[src/rtl/flow_pkg.sv]
// Shared types and defaults for the optical-flow pyramid blocks.
package flow_pkg;

  localparam int unsigned FLOW_WIDTH_DEFAULT = 16;

  typedef enum logic [2:0] {
    StIdle,
    StReadCoarse,
    StWaitRead,
    StScale,
    StWriteBlock
  } state_t;

endpackage

[src/rtl/flow_scale_x2.sv]
// Combinational doubling of one signed flow component.
// FLOW_UPSAMPLE_SAT_EN selects saturation; otherwise the result wraps.
module flow_scale_x2 import flow_pkg::*; #(
  parameter int unsigned FLOW_WIDTH = FLOW_WIDTH_DEFAULT
) (
  input  logic signed [FLOW_WIDTH-1:0] din_i,
  output logic signed [FLOW_WIDTH-1:0] dout_o
);

  always_comb begin
    dout_o = {din_i[FLOW_WIDTH-2:0], 1'b0};
`ifdef FLOW_UPSAMPLE_SAT_EN
    // Top two bits disagree: doubling leaves the representable range.
    if (din_i[FLOW_WIDTH-1] != din_i[FLOW_WIDTH-2]) begin
      dout_o = din_i[FLOW_WIDTH-1] ? {1'b1, {(FLOW_WIDTH-1){1'b0}}}
                                   : {1'b0, {(FLOW_WIDTH-1){1'b1}}};
    end
`endif
  end

endmodule

[src/rtl/flow_upsampler.sv]
// Nearest-neighbour x2 flow upsampler: one coarse read feeds a 2x2 block of fine writes.
// Define FLOW_UPSAMPLE_SAT_EN to saturate the doubled flow instead of wrapping.
module flow_upsampler import flow_pkg::*; #(
  parameter int unsigned FLOW_WIDTH = FLOW_WIDTH_DEFAULT,
  parameter int unsigned WIDTH      = 160,
  parameter int unsigned HEIGHT     = 120,
  parameter int unsigned ADDR_WIDTH = 17
) (
  input  logic                         clk,
  input  logic                         rst,
  input  logic                         start,
  output logic                         done,
  output logic                         busy,
  input  logic signed [FLOW_WIDTH-1:0] coarse_flow_u_data,
  input  logic signed [FLOW_WIDTH-1:0] coarse_flow_v_data,
  output logic        [ADDR_WIDTH-1:0] coarse_flow_addr,
  output logic                         coarse_flow_re,
  output logic signed [FLOW_WIDTH-1:0] fine_flow_u_data,
  output logic signed [FLOW_WIDTH-1:0] fine_flow_v_data,
  output logic        [ADDR_WIDTH-1:0] fine_flow_addr,
  output logic                         fine_flow_we
);

  localparam logic [ADDR_WIDTH-1:0] CxLast = ADDR_WIDTH'(WIDTH / 2 - 1);
  localparam logic [ADDR_WIDTH-1:0] CyLast = ADDR_WIDTH'(HEIGHT / 2 - 1);
  localparam logic [ADDR_WIDTH-1:0] FineW  = ADDR_WIDTH'(WIDTH);
  localparam logic [ADDR_WIDTH-1:0] Fine2W = ADDR_WIDTH'(2 * WIDTH);

  if ((WIDTH % 2) != 0 || (HEIGHT % 2) != 0) begin : g_dim_check
    $error("flow_upsampler: WIDTH and HEIGHT must both be even");
  end

  state_t                  state_q, state_d;
  logic [ADDR_WIDTH-1:0]   cx_q, cx_d, cy_q, cy_d;
  logic [ADDR_WIDTH-1:0]   caddr_q, caddr_d;
  logic [ADDR_WIDTH-1:0]   row_base_q, row_base_d;  // 2*cy*WIDTH, stepped per coarse row
  logic [1:0]              sub_q, sub_d;
  logic signed [FLOW_WIDTH-1:0] cu_q, cu_d, cv_q, cv_d;
  logic signed [FLOW_WIDTH-1:0] su_q, su_d, sv_q, sv_d;
  logic signed [FLOW_WIDTH-1:0] su_x2, sv_x2;
  logic [ADDR_WIDTH-1:0]   fine_col;
  logic                    last_px;

  flow_scale_x2 #(.FLOW_WIDTH(FLOW_WIDTH)) u_scale_u (.din_i(cu_q), .dout_o(su_x2));
  flow_scale_x2 #(.FLOW_WIDTH(FLOW_WIDTH)) u_scale_v (.din_i(cv_q), .dout_o(sv_x2));

  assign fine_col         = {cx_q[ADDR_WIDTH-2:0], 1'b0};
  assign last_px          = (cx_q == CxLast) && (cy_q == CyLast);
  assign busy             = (state_q != StIdle);
  assign coarse_flow_addr = caddr_q;
  assign fine_flow_u_data = su_q;
  assign fine_flow_v_data = sv_q;
  // sub_q[0] selects the right column, sub_q[1] the lower row of the 2x2 block.
  assign fine_flow_addr   = row_base_q + fine_col + ADDR_WIDTH'(sub_q[0])
                          + (sub_q[1] ? FineW : '0);

  always_comb begin
    state_d        = state_q;
    cx_d           = cx_q;
    cy_d           = cy_q;
    caddr_d        = caddr_q;
    row_base_d     = row_base_q;
    sub_d          = sub_q;
    cu_d           = cu_q;
    cv_d           = cv_q;
    su_d           = su_q;
    sv_d           = sv_q;
    coarse_flow_re = 1'b0;
    fine_flow_we   = 1'b0;
    done           = 1'b0;
    case (state_q)
      StIdle: begin
        if (start) begin
          state_d    = StReadCoarse;
          cx_d       = '0;
          cy_d       = '0;
          caddr_d    = '0;
          row_base_d = '0;
          sub_d      = '0;
        end
      end
      StReadCoarse: begin
        coarse_flow_re = 1'b1;
        state_d        = StWaitRead;
      end
      StWaitRead: begin
        cu_d    = coarse_flow_u_data;
        cv_d    = coarse_flow_v_data;
        state_d = StScale;
      end
      StScale: begin
        su_d    = su_x2;
        sv_d    = sv_x2;
        state_d = StWriteBlock;
      end
      StWriteBlock: begin
        fine_flow_we = 1'b1;
        sub_d        = sub_q + 2'd1;
        if (sub_q == 2'd3) begin
          if (last_px) begin
            done    = 1'b1;
            state_d = StIdle;
          end else begin
            state_d = StReadCoarse;
            caddr_d = caddr_q + 1'b1;
            if (cx_q == CxLast) begin
              cx_d       = '0;
              cy_d       = cy_q + 1'b1;
              row_base_d = row_base_q + Fine2W;
            end else begin
              cx_d = cx_q + 1'b1;
            end
          end
        end
      end
      default: state_d = StIdle;
    endcase
  end

  always_ff @(posedge clk or posedge rst) begin
    if (rst) begin
      state_q    <= StIdle;
      cx_q       <= '0;
      cy_q       <= '0;
      caddr_q    <= '0;
      row_base_q <= '0;
      sub_q      <= '0;
      cu_q       <= '0;
      cv_q       <= '0;
      su_q       <= '0;
      sv_q       <= '0;
    end else begin
      state_q    <= state_d;
      cx_q       <= cx_d;
      cy_q       <= cy_d;
      caddr_q    <= caddr_d;
      row_base_q <= row_base_d;
      sub_q      <= sub_d;
      cu_q       <= cu_d;
      cv_q       <= cv_d;
      su_q       <= su_d;
      sv_q       <= sv_d;
    end
  end

endmodule

[config.mk]
export PLATFORM = sky130hd
export DESIGN_NAME = flow_upsampler
export DESIGN_NICKNAME = d
export VERILOG_FILES = /design/src/rtl/flow_pkg.sv /design/src/rtl/flow_scale_x2.sv /design/src/rtl/flow_upsampler.sv
export SDC_FILE = /design/constraint.sdc
export NUM_CORES = 1
export LEC_CHECK = 0
export ABC_AREA = 0
export CORE_ASPECT_RATIO = 0.5
export CORE_UTILIZATION = 54
export DETAILED_ROUTE_END_ITERATION = 8
export PLACE_DENSITY = 0.8
export SETUP_SLACK_MARGIN = 0.4
export SYNTH_ARGS = -nofsm -noshare
export SYNTH_HDL_FRONTEND = slang
export SYNTH_SLANG_ARGS = --single-unit
[constraint.sdc]
create_clock -name clk -period 4.6 [get_ports clk]
set_input_delay 0.46 -clock clk [delete_from_list [all_inputs] [get_ports clk]]
set_output_delay 0.46 -clock clk [all_outputs]
set_load 0.005 [all_outputs]
# Word level (Yosys, flattened, before mapping)
# Cells that the tools add are included.
# classes
add_sub_neg,8
eq_ne,11
mux,28
reduce_logical,8
# op_table
cell,n
17-bit 2-to-1 mux,12
17-bit one-hot mux with 2 select lines,4
"17-bit by 1-bit adder with 17-bit output, second input constant",3
17-bit by 1-bit adder with 17-bit output,1
17-bit adder,1
17-bit by 8-bit adder with 17-bit output,1
"17-bit by 9-bit adder with 17-bit output, second input constant",1
"17-bit by 6-bit equality test with 1-bit output, second input constant",1
"17-bit by 7-bit equality test with 1-bit output, second input constant",1
3-bit one-hot mux with 5 select lines,1
8-bit 2-to-1 mux,1
"2-bit != test, second input constant",4
"3-bit by 2-bit equality test with 1-bit output, second input constant",2
1-bit 2-to-1 mux,6
3-bit 2-to-1 mux,2
5-bit AND reduction,1
2-bit one-hot mux with 2 select lines,1
2-bit AND reduction,2
4-bit AND reduction,1
"3-bit by 1-bit equality test with 1-bit output, second input constant",1
"3-bit equality test, second input constant",1
3-bit logical NOT,1
3-bit nonzero test,1
"2-bit by 1-bit adder with 2-bit output, second input constant",1
4 further kinds,4
# word_totals
regBits,133
in_bits,35
out_inout_bits,70
word_cells,65

# Longest topological paths before layout
# depth
word_depth,5
ltp_mapped,10
mapped_depth_nobuf,9

# Modules after synthesis
# From an unflattened synthesis, not the netlist that was laid out.
# unflattened
cells_unflattened,711
hier_area_um2,7238.2
# by_module_without_submodules
mod,n_inst,cells_each,area_per_inst_um2,seq_area_each_um2
flow_upsampler,1,677,6990.5,3278.1
flow_scale_x2,2,17,123.9,0.0

# Worst setup path after synthesis
# Ideal clock, no wire load.
# synth_path
kind,reg-to-output
startpoint,register cx_q[6]
endpoint,output port fine_flow_addr[16]
arrival_time_ps,2417
t_required_ps,4140
setup_slack_ps,1723
path_stages_with_launch,10
n_path_buf,0
cell_sequence,dfrtp_1 inv_1 fa_1 inv_1 ha_1 a21oi_1 o21ai_0 a31oi_1 nor2_1 a311o_1
# synth_between
elab_chain_len,3
# synth_rtl
element,line_no,source
from (decl),flow_upsampler.sv:34,"logic [ADDR_WIDTH-1:0] cx_q, cx_d, cy_q, cy_d;"
from (signal assigned),flow_upsampler.sv:123,cx_q <= '0;
from (signal assigned),flow_upsampler.sv:134,cx_q <= cx_d;
17-bit adder,flow_upsampler.sv:54,assign fine_flow_addr = row_base_q + fine_col + ADDR_WIDTH'(sub_q[0])
17-bit by 1-bit adder with 17-bit output,flow_upsampler.sv:54,
17-bit by 8-bit adder with 17-bit output,flow_upsampler.sv:55,+ (sub_q[1] ? FineW : '0);
to (decl),flow_upsampler.sv:20,"output logic [ADDR_WIDTH-1:0] fine_flow_addr,"
# No other way between the ends.

# Worst setup path in the final report
# Same ends and word-level chain as after synthesis.

==> impl_metrics.toml <==
[status]
status = "completed"

[sta]
unrepaired_setup_endpoints_after_global_routing = "false"
final.setup.tns_ps = 0
report.final.setup_viol = 0
final_hold_viol_count = 0
holdWs_ps = 485
slew_at_the_pin_with_the_worst_max_slew_slack_ps = 1170
timing_limited_maximum_frequency_mhz = 252
period_share_pct = 86.4
max_slew_margin_pct = 22.1
finalWorstPathRequiredPeriod_ps = 3970
clock-skew-final_ps = 11.1
final_max_slew_viol_count = 0

[worst_setup_path]
r2r_cells = 5
worstSetupPathType = "reg -> out"
arrival_ps = 3510
startpoint = "cx_q[6]"
crit_reg_reg_endpoint = "cx_q[10]"
ff2ff_setup_slack_ps = 1560
rr_startpoint = "cx_q[4]"
critical_path.endpoint_type = "output pin"
crit_path_cell_trace = "inv_1, fa_1, inv_1, ha_1, a21oi_1, o21ai_0, a31oi_2, nor2_1, a311o_1, clkdlybuf4s50_1"
critical_path.slowest_cell = "fa_1"
critical_path_depth = 10
worstSetupStartpointType = "flip-flop"
cp_top_family = "compound AO/OA/AOI/OAI gates"
worst_path_largest_cell_delay_ps = 550
critical-path-top-cell-by-count = "inv_1"
critical_path.n_buffers_inverters = 3
critical_path_peak_fanout = 7
timing.critical_path.required_ps = 4140

[drt]
vias = 5768
first_pass_iters = 5
post_drt_via_cell_ratio = 6.06
drtIter0Drc = 395
count_of_unresolved_drc_violations_after_routing = 0
drt-total-wl_um = 16600
drtAntennaViolNets = 0
drt-wirelength-per-cell_um = 17.4

[power]
power.net_switching_w = 0.000643
p_int_w = 0.00199
vdd_ir_drop_max_mv = 0.251
share_clk_of_total_power_pct = 51.7
combinationalPowerShare_pct = 4.4
power.leakage_nw = 3.74
sequentialPowerShare_pct = 44.0
switching_share_pct = 24.4
power_per_cell_area_mw_per_mm2 = 302

[logic_synthesis]
ys.flop_type = "dfrtp_1"
ys_seq_area_share_pct = 45.6
number_of_register_bits_inferred_by_synthesis = 127
post_synth_main_area_contributors = "dfrtp_1, mux2_2, ha_1"
postSynthAreaPerCell_um2 = 10.2
ys.warnings.count = 0
count_of_flip_flops_with_a_built_in_enable_after_synthesis = 0
postSynthCellCount = 680
yosysTopAreaCellShare_pct = 45.6
synth_area_leader_cell = "dfrtp_1"
ys_async_sr_fraction_pct = 100
synthesis.area_mm2 = 0.00696
unique_cell_type_count_in_the_yosys_netlist = 62

[run]
drv.max_cap_violation_count = 0

[floorplan]
starting_density_of_the_core_pct = 57.1
fp.dieW_um = 163
core_area_mm2 = 0.0122
boundaryPins = 105
design.die.area_mm2 = 0.0134
fp-row-count = 28
chipHeight_um = 82.3

[clock_network]
cts_num_sinks = 127
clk_path_buf_depth = 2
clock_tree_from_tritoncts = "done"
cts-buffers-inserted = 17
cts_root_buf = "clkbuf_16"
clk_latency_ps = 420
htree_num_levels = 4
cts.reportedPaths.clkPinSlew_ps = 60
ctsHoldBuffers = 0

[min_path]
hold_path_depth = 1
timing.hold.worst.class = "reg -> reg"
worst_hold_path.endpoint = "cx_q[16]"
min_from = "cx_q[16]"

[layout]
final.fill_count = 872
layout-drive-gt1-share_pct = 14.9
final_cell_count_no_fill = 952
final_nets = 837
areaGrowthSynthToFinish_pct = 25.0
antenna_fix_cells = 0

[grt]
grt_pass1_vias = 5555
global_route.overflow_total = 0
track_usage_pct = 26.4
first_pass_grt_wire_length_um = 27500
grt_antenna_before_repair = 0
maximum_number_of_pins_on_one_net_before_global_route_repair = 72

[placement]
place_hpwl_um = 11300
placed_cells_incl_taps = 920
finalWeightedCongestion = 0.853
portBuffers = 100
synth_stat cells (12+ instances only):
cell / number
a21oi_1: 24
a221oi_1: 12
clkbuf_1: 23
dfrtp_1: 127
ha_1: 27
inv_1: 28
mux2_2: 62
mux2i_1: 14
nand2_1: 45
nand3_1: 41
nand4_1: 17
nor2_1: 39
nor3_1: 14
o21ai_0: 33
o31ai_1: 13
placed cells by master, fill, tap and decap left out, drive strengths merged, types with 11 or more instances in the layout:
cell type / instances
dfrtp: 127
clkdlybuf4s50: 100
mux2: 62
nand2: 45
nand3: 41
nor2: 39
inv: 37
o21ai: 35
ha: 27
a21oi: 24
nand4: 17
clkbuf: 17
mux2i: 14
nor3: 14
o31ai: 14
a221oi: 12
and2: 12
or3: 11
worst max-delay path by stage:
stage | slack, ps | to
after floorplan | 760 | coarse_flow_addr[0]
after global placement | 1070 | fine_flow_addr[16]
after detailed placement | 940 | fine_flow_addr[12]
after CTS | 490 | fine_flow_addr[12]
after global routing | 410 | fine_flow_addr[12]
final | 630 | fine_flow_addr[16]
through the flow:
| step | power [W] | area (µm²) | setup slack [ps] | utilization (%) |
|---|---|---|---|---|
| 2_1_floorplan | 0.00122 | 6970 | 756 | - |
| 3_3_place_gp | 0.00129 | 8100 | 1070 | 66.4 |
| 3_5_place_dp | 0.00129 | 8100 | 938 | 66.4 |
| 4_1_cts | 0.00264 | 8700 | 493 | 71.3 |
| 5_1_grt | 0.00271 | 8700 | 405 | 71.4 |
| 6_report | 0.00263 | 8700 | 627 | 71.4 |
repair_timing:
| action | 4_1_cts | 5_1_grt |
|---|---|---|
| buffers inserted | 0 | 0 |
| endpoints found under the setup margin | 0 | 3 |
| gates resized for setup | 0 | 1 |
cells by family (layout without fill, tap and decap cells):
group / after synthesis / after routing / share of synthesized area [%]
other: 1 / 3 / 0.0539
muxes: 76 / 76 / 12.0
buffers and inverters: 65 / 170 / 3.83
DFF: 127 / 127 / 45.6
AOI/OAI and AO/OA: 142 / 142 / 14.1
xor gates and xnor gates: 17 / 17 / 2.14
and+or+nand+nor: 224 / 224 / 17.1
adders and majority gates: 28 / 28 / 5.14
registers in the layout, indices dropped and copies added (netlist names):
register          flops
cv_q                 15
cy_q                 17
state_q               3
fine_flow_u_data     15
cu_q                 15
fine_flow_v_data     15
coarse_flow_addr     17
sub_q                 2
cx_q                 17
row_base_q           11
power by group through the flow:
stage          Clock [W]  Sequential (W)  Combinational [W]
6_report         0.00136         0.00116           0.000115
5_1_grt          0.00143         0.00116           0.000128
2_1_floorplan          0         0.00118          0.0000455
3_5_place_dp           0         0.00118           0.000117
3_3_place_gp           0         0.00118           0.000114
4_1_cts          0.00137         0.00116           0.000118
layer usage:
metal,track usage [%],routed length [µm],vias up
met5,0,0,-
met4,9.44,188,0
met3,6.84,1190,22
met2,44.4,7910,199
met1,33.5,7290,2829
li1,-,-,2718
worst reg2reg max path: cells and delay by family (launching register included):
kind	cells	cell delay [ps]
and+or+nand+nor	4	2210
DFF	1	460
AOI/OAI and AO/OA	1	280
cell type report:
type	count	area (µm²)	share of cell area (%)
Inverter	28	108	1.24
Clock buffer	17	425	4.89
Timing Repair Buffer	110	1080	12.4
Sequential cell	127	3180	36.5
Multi-Input combinational cell	490	3540	40.6
Tap cell	165	206	2.37
Clock inverter	15	173	1.98
No activity file was read; power rests on OpenSTA's default activity.
